==> src/rtl/ex_mem_stage.sv <==
// ex_mem_stage: execute-to-memory pipeline register that selects the writeback result and tags overflow.
// Define EX_MEM_SKID_EN to add a skid entry, which makes in_ready a registered signal.
package ex_mem_pkg;
   typedef enum logic [2:0] {
      ALU_NONE = 3'b000,
      ARITH    = 3'b001,
      LOGIC    = 3'b010,
      SHIFT    = 3'b100
   } alutype_enum;
endpackage

module ex_mem_stage #(
   parameter int unsigned DATA_W = 32,
   parameter int unsigned ADDR_W = 5
) (
   input  logic                    clk,
   input  logic                    rst,
   input  logic                    flush,
   input  logic                    in_valid,
   output logic                    in_ready,
   input  ex_mem_pkg::alutype_enum alutype,
   input  logic [DATA_W-1:0]       arith_result,
   input  logic [DATA_W-1:0]       logic_result,
   input  logic [DATA_W-1:0]       shift_result,
   input  logic                    overflow,
   input  logic [31:0]             in_pc,
   input  logic                    in_wreg,
   input  logic [ADDR_W-1:0]       in_waddr,
   output logic                    out_valid,
   input  logic                    out_ready,
   output logic [31:0]             out_pc,
   output logic [DATA_W-1:0]       out_wdata,
   output logic                    out_wreg,
   output logic [ADDR_W-1:0]       out_waddr,
   output logic                    out_excp_ov
);
   typedef struct packed {
      logic [31:0]       pc;
      logic [DATA_W-1:0] wdata;
      logic              wreg;
      logic [ADDR_W-1:0] waddr;
      logic              excp_ov;
   } entry_t;

   entry_t in_entry;
   entry_t main_q, main_d;
   logic   main_valid_q, main_valid_d;
   logic   accept;

   always_comb begin
      in_entry         = '0;
      in_entry.pc      = in_pc;
      in_entry.waddr   = in_waddr;
      // Overflow keeps the wrapped result but suppresses the register write.
      in_entry.excp_ov = overflow;
      in_entry.wreg    = in_wreg && !overflow;
      case (alutype)
         ex_mem_pkg::ARITH: in_entry.wdata = arith_result;
         ex_mem_pkg::LOGIC: in_entry.wdata = logic_result;
         ex_mem_pkg::SHIFT: in_entry.wdata = shift_result;
         default:           in_entry.wdata = '0;
      endcase
   end

`ifdef EX_MEM_SKID_EN
   entry_t skid_q, skid_d;
   logic   skid_valid_q, skid_valid_d;
   logic   main_free;

   assign in_ready  = !skid_valid_q;
   assign accept    = in_valid && in_ready;
   assign main_free = !main_valid_q || out_ready;

   always_comb begin
      main_valid_d = main_valid_q;
      main_d       = main_q;
      skid_valid_d = skid_valid_q;
      skid_d       = skid_q;
      if (flush) begin
         main_valid_d = 1'b0;
         skid_valid_d = 1'b0;
      end else if (main_free) begin
         // in_ready is low while skid is occupied, so no new entry competes with the refill.
         if (skid_valid_q) begin
            main_valid_d = 1'b1;
            main_d       = skid_q;
            skid_valid_d = 1'b0;
         end else begin
            main_valid_d = accept;
            if (accept) main_d = in_entry;
         end
      end else if (accept) begin
         skid_valid_d = 1'b1;
         skid_d       = in_entry;
      end
   end

   always_ff @(posedge clk or posedge rst) begin
      if (rst) begin
         main_valid_q <= 1'b0;
         main_q       <= '0;
         skid_valid_q <= 1'b0;
         skid_q       <= '0;
      end else begin
         main_valid_q <= main_valid_d;
         main_q       <= main_d;
         skid_valid_q <= skid_valid_d;
         skid_q       <= skid_d;
      end
   end
`else
   assign in_ready = !main_valid_q || out_ready;
   assign accept   = in_valid && in_ready;

   always_comb begin
      main_valid_d = main_valid_q;
      main_d       = main_q;
      if (flush) begin
         main_valid_d = 1'b0;
      end else if (accept) begin
         main_valid_d = 1'b1;
         main_d       = in_entry;
      end else if (out_ready) begin
         main_valid_d = 1'b0;
      end
   end

   always_ff @(posedge clk or posedge rst) begin
      if (rst) begin
         main_valid_q <= 1'b0;
         main_q       <= '0;
      end else begin
         main_valid_q <= main_valid_d;
         main_q       <= main_d;
      end
   end
`endif

   assign out_valid   = main_valid_q;
   assign out_pc      = main_q.pc;
   assign out_wdata   = main_q.wdata;
   assign out_wreg    = main_q.wreg;
   assign out_waddr   = main_q.waddr;
   assign out_excp_ov = main_q.excp_ov;

endmodule

==> config.mk <==
export PLATFORM = sky130hd
export DESIGN_NAME = ex_mem_stage
export DESIGN_NICKNAME = d
export VERILOG_FILES = /design/src/rtl/ex_mem_stage.sv
export SDC_FILE = /design/constraint.sdc
export NUM_CORES = 1
export LEC_CHECK = 0
export ABC_AREA = 1
export BUFFER_PORTS_ARGS = -buffer_cell sky130_fd_sc_hd__buf_2
export CORE_ASPECT_RATIO = 1.25
export CORE_MARGIN = 5
export CORE_UTILIZATION = 35
export CTS_CLUSTER_SIZE = 30
export DETAILED_ROUTE_END_ITERATION = 8
export PLACE_DENSITY = 0.67
export SYNTH_ARGS = -nofsm -noshare
export SYNTH_HDL_FRONTEND = slang
export SYNTH_SLANG_ARGS = --single-unit
==> constraint.sdc <==
create_clock -name clk -period 2.98 [get_ports clk]
set_input_delay 0.745 -clock clk [delete_from_list [all_inputs] [get_ports clk]]
set_output_delay 0.745 -clock clk [all_outputs]
set_load 0.005 [all_outputs]
# == Yosys cells after proc, flatten, opt, wreduce, memory -nomap -nowiden ==
# Cells that the tools add are included.
# totals
register_bits,72
input_bits,143
out_inout_bits,73
word_cells,21
# op_classes
eq_ne,3
n_mux,4
bitwise_logic,1
reduce_logical,7
# op_table
operator,count
32-bit one-hot mux with 3 select lines,1
3-bit by 1-bit equality test with 1-bit output (second input constant),1
3-bit by 2-bit equality test with 1-bit output (second input constant),1
3-bit equality test (second input constant),1
1-bit two-way mux,3
3-bit nonzero test,1
1-bit logical AND,2
1-bit logical NOT,2
2-bit AND reduction,1
1-bit logical OR,1
1-bit inverter,1

# == Longest topological paths before layout ==
# logic_depth
depth_word,5
depth_mapped,8
depth_no_buf,7

# == Worst setup path after synthesis ==
# No wires, ideal clock.
# synth_path
path_type,input to output
from,in out_ready
to,out in_ready
t_arrival_ps,843
required_time_ps,2235
setup_slack_ps,1392
stages,2
n_path_buf,0
cell_sequence,inv_1 nand2_2
# synth_between
elab_chain_cells,1
# synth_rtl
element,line_no,source
start: declaration,30,"input logic out_ready,"
1-bit logical OR,112,assign in_ready = !main_valid_q || out_ready;
end: declaration,20,"output logic in_ready,"
# No other way between the ends.

# == Final worst setup path ==
# layout_path
from,in alutype[1]
to,reg main_q (netlist bit out_wdata[23])
# layout_between
elab_chain_cells,2
word_cells_on_any_way,4
classes_between,eq/ne (3); mux (1)
# layout_rtl
element,line_no,source
start: declaration,21,"input ex_mem_pkg::alutype_enum alutype,"
3-bit equality test (tied with other cells),57,case (alutype)
32-bit one-hot mux with 3 select lines *,57,
end signal: assignment,134,main_q <= main_d;
end: declaration,46,"entry_t main_q, main_d;"
# Mark *: on every way between the ends. The rest lies on a longest branch, timed or not.
# A chain may end at the register's enable or synchronous reset.

==> flow_results.org <==
** CTS
- After clock tree synthesis, the setup repair step added 0 buffers.
- The number of hold buffers added after CTS was 0.
- Insertion delay of the later-clocked pin in the worst-skew pair :: about 0.33 ns
- Number of clock buffers inserted by TritonCTS :: 9
- Number of sinks driven by the clock tree :: 72
- Maximum clock path buffer count :: 2
- Clock-pin slew reported for the worst setup and hold paths after clock tree synthesis :: 0.05 ns
- Root Buffer Master :: sky130_fd_sc_hd__clkbuf_16
- TritonCTS built the clock tree.
- Post-cts sizing count :: 0
- Max H-tree Level :: 3

** Outcome
- Status :: finished clean

** Place
- Routability congestion estimate :: roughly 0.87
- During placement, the flow inserted port buffers numbering 215.
- OpenSTA, run right after detailed placement, puts the worst setup slack at 0.819 ns.
- Detailed placement ended at an HPWL of 8.51 mm.
- Placed instance count :: 775
- Total placed instance area :: between 4000 and 5000 µm²

** STA
- Worst Setup Slack, final :: 1.12 ns
- Transition time of the tightest slew-check pin :: slightly below 1 ns
- Setup-violating endpoint count in the final report :: 0
- Setup TNS Final :: 0 ns
- Clock skew after layout :: 0.00591 ns
- The hold violation count in the final report was 0.
- The worst pin sits at a relative slew slack of 34.9%.
- Achievable clock frequency :: between 500 and 600 MHz
- Final period utilization :: 62.5%
- The count of pins over their slew limit is 0.
- RSZ-0062 raised after global routing :: false
- Tmin final :: 1.86 ns

** Floorplanning
- around 220 I/O pins were placed.
- Height of the die :: 123 µm
- Initial core utilization :: 35.7%
- Die area :: 12400 µm²
- The initialized floorplan defines between 40 and 50 standard-cell rows.
- Floorplan Core Area :: 10100 µm²
- Chip Width :: 101 µm

** Finish
- The number of antenna diodes in the final layout is 0.
- Area Growth Syn to Fin :: 38.2%
- Most frequent standard cell in the layout excluding fill and tap cells :: sky130_fd_sc_hd__buf_2
- After the last flow step, the layout net total stands at 800.
- The post-route netlist has 36.9% of its cells at a drive strength greater than 1.
- Fill cells :: 1036
- Post-route standard cell area excluding fillers :: 4960 µm²
- Final cell count without fillers :: 791
- Most frequent cells in the layout :: 215 x sky130_fd_sc_hd__buf_2, 211 x sky130_fd_sc_hd__nand2_1, 97 x sky130_fd_sc_hd__nand3_1, 72 x sky130_fd_sc_hd__dfrtp_1, 32 x sky130_fd_sc_hd__nand4_1

** Synth
- Synthesized flop and latch total :: 72
- Netlist area before placement :: 3590 µm²
- Count of warnings emitted by yosys :: 0
- After synthesis, flip-flops and latches occupy 50.2% of the total area.
- The number of different library cells used by synthesis comes to 14.
- Average instance area after synthesis :: between 7 and 8 µm²
- Synthesis handed over a netlist of 462 instances.
- Counting every net in the synthesized netlist gives ~600.

** Global routing
- Global Route met2 Usage :: 32.1%
- The initial antenna violation count came to 0.
- Remaining Overflow, GRT :: 0
- Pin count of the biggest net entering global routing :: 73
- Most heavily used metal layer in global routing :: met2
- The number of global-route vias before repair came to 3906.
- In the global route stage, met1 resource usage came out at 22.4%.
- The first global-routing pass estimated 18.6 mm of wire.
- Global routing consumed, on the met3 layer, between 2 and 3% of the routing resources.
- Overall routing resource usage :: 18.8%

** Route
- Before antenna repair, the detailed router went through 4 iterations.
- Via count of the routed design :: 3877
- Per-cell via count in the routed design :: approximately 5
- Summed over all layers, the routed wires come to 11.6 mm.
- Residual DRC :: 0
- Remaining number of nets flagged by the antenna check after routing :: 0
- Routed wire length per instance :: 14.6 µm
- The first routing iteration left 172 violations.

** Pwr
- Pwr Density :: roughly 560 nW/µm²
- In this run the static leakage power is 0.00289 µW.
- Across the VDD grid, the largest voltage drop is around 0.28 mV.

** Critical path
- Max FO, Critical Path :: 32
- In this design, the stage delay of the slowest critical-path cell is 0.60 ns.
- CP arrival :: 2.13 ns
- Sort of element at the end of the critical path :: register
- The setup check on the worst reg-to-reg path leaves a slack of 1.40 ns.
- Type of the setup path with the least slack :: primary input to register
- R2R Path Start :: out_valid$_DFFE_PP0P_
- Required time of the worst setup path :: 3.24 ns
- CP Cell Sequence :: buf_2 > buf_4 > nor2_4 > nand3_1 > nand3_1 > nand2_1 > nand2_1
- Worst setup path startpoint :: alutype[1]
- Slowest CP cell :: sky130_fd_sc_hd__nor2_4
- STA classifies the critical path startpoint as a primary input.

** Min path
- In this run the most critical hold path is launched from out_pc[24]$_DFFE_PP0P_.
- HP Class :: register to register

** Run
- Max_cap viols :: 0
==> worst max-delay path: cells and delay by family <==
family,cells,cell delay [ns]
buf+inv,2,0.31
simple gates,5,1.05
==> layer usage <==
metal,wire length (µm),up-vias
met2,5930,181
met5,0,-
met4,423,0
met3,914,27
li1,-,1914
met1,4320,1755
==> cells by family after synthesis <==
family / synth area share [%]
and+or+nand+nor: 42.3
AOI/OAI and AO/OA: 0.279
buffers and inverters: 7.25
DFF: 50.2
==> synth_stat cells <==
cell type,n,share of area (%)
sky130_fd_sc_hd__o21ai_0,1,0.14
sky130_fd_sc_hd__buf_6,7,2.2
sky130_fd_sc_hd__nand2_2,1,0.17
sky130_fd_sc_hd__buf_2,25,3.5
sky130_fd_sc_hd__clkbuf_1,3,0.31
sky130_fd_sc_hd__inv_1,5,0.52
sky130_fd_sc_hd__inv_2,1,0.10
sky130_fd_sc_hd__a21oi_1,1,0.14
sky130_fd_sc_hd__nor2_4,3,0.94
sky130_fd_sc_hd__nand2_1,211,22
sky130_fd_sc_hd__nand4_1,32,5.6
sky130_fd_sc_hd__nand3_1,97,14
sky130_fd_sc_hd__dfrtp_1,72,50
sky130_fd_sc_hd__buf_4,3,0.63
==> sequential cells by signal, indices dropped and copies added (netlist names) <==
signal	count
out_excp_ov	1
out_pc	32
out_valid	1
out_waddr	5
out_wdata	32
out_wreg	1
==> where the power goes <==
| part | switching [µW] | total (µW) | internal (µW) |
|---|---|---|---|
| sequential | 67.5 | 1170 | 1110 |
| combinational | 285 | 518 | 233 |
| clock | 409 | 1080 | 673 |
==> final timing paths <==
kind                                        endpoint  cells after the start
setup reg to reg              out_pc[30]$_DFFE_PP0P_                      6
hold / removal                out_pc[24]$_DFFE_PP0P_                      2
setup / recovery           out_wdata[23]$_DFFE_PP0P_                      7
min in group asynchronous  out_wdata[22]$_DFFE_PP0P_                      3
max in group asynchronous  out_wdata[24]$_DFFE_PP0P_                      3
hold reg to reg               out_pc[24]$_DFFE_PP0P_                      2
==> stage by stage <==
stage	total power (µW)	utilization (%)	hold WS, ns
finish	2770	49.4	0.464
global route	2930	49.4	0.488
CTS	2820	49.4	0.468
detailed placement	1720	46.3	0.453
global placement	1700	46.3	0.448
floorplan	1440	-	0.465
==> area by class of cell <==
type	count	area, µm²	share of cell area (%)
Sequential cell	72	1800	36.3
Multi-Input combinational cell	346	1530	30.8
Timing Repair Buffer	222	1140	23.0
Clock buffer	10	239	4.82
Tap cell	129	161	3.25
Clock inverter	6	67.6	1.36
Inverter	6	23.8	0.479
(Power assumes the default switching activity.)
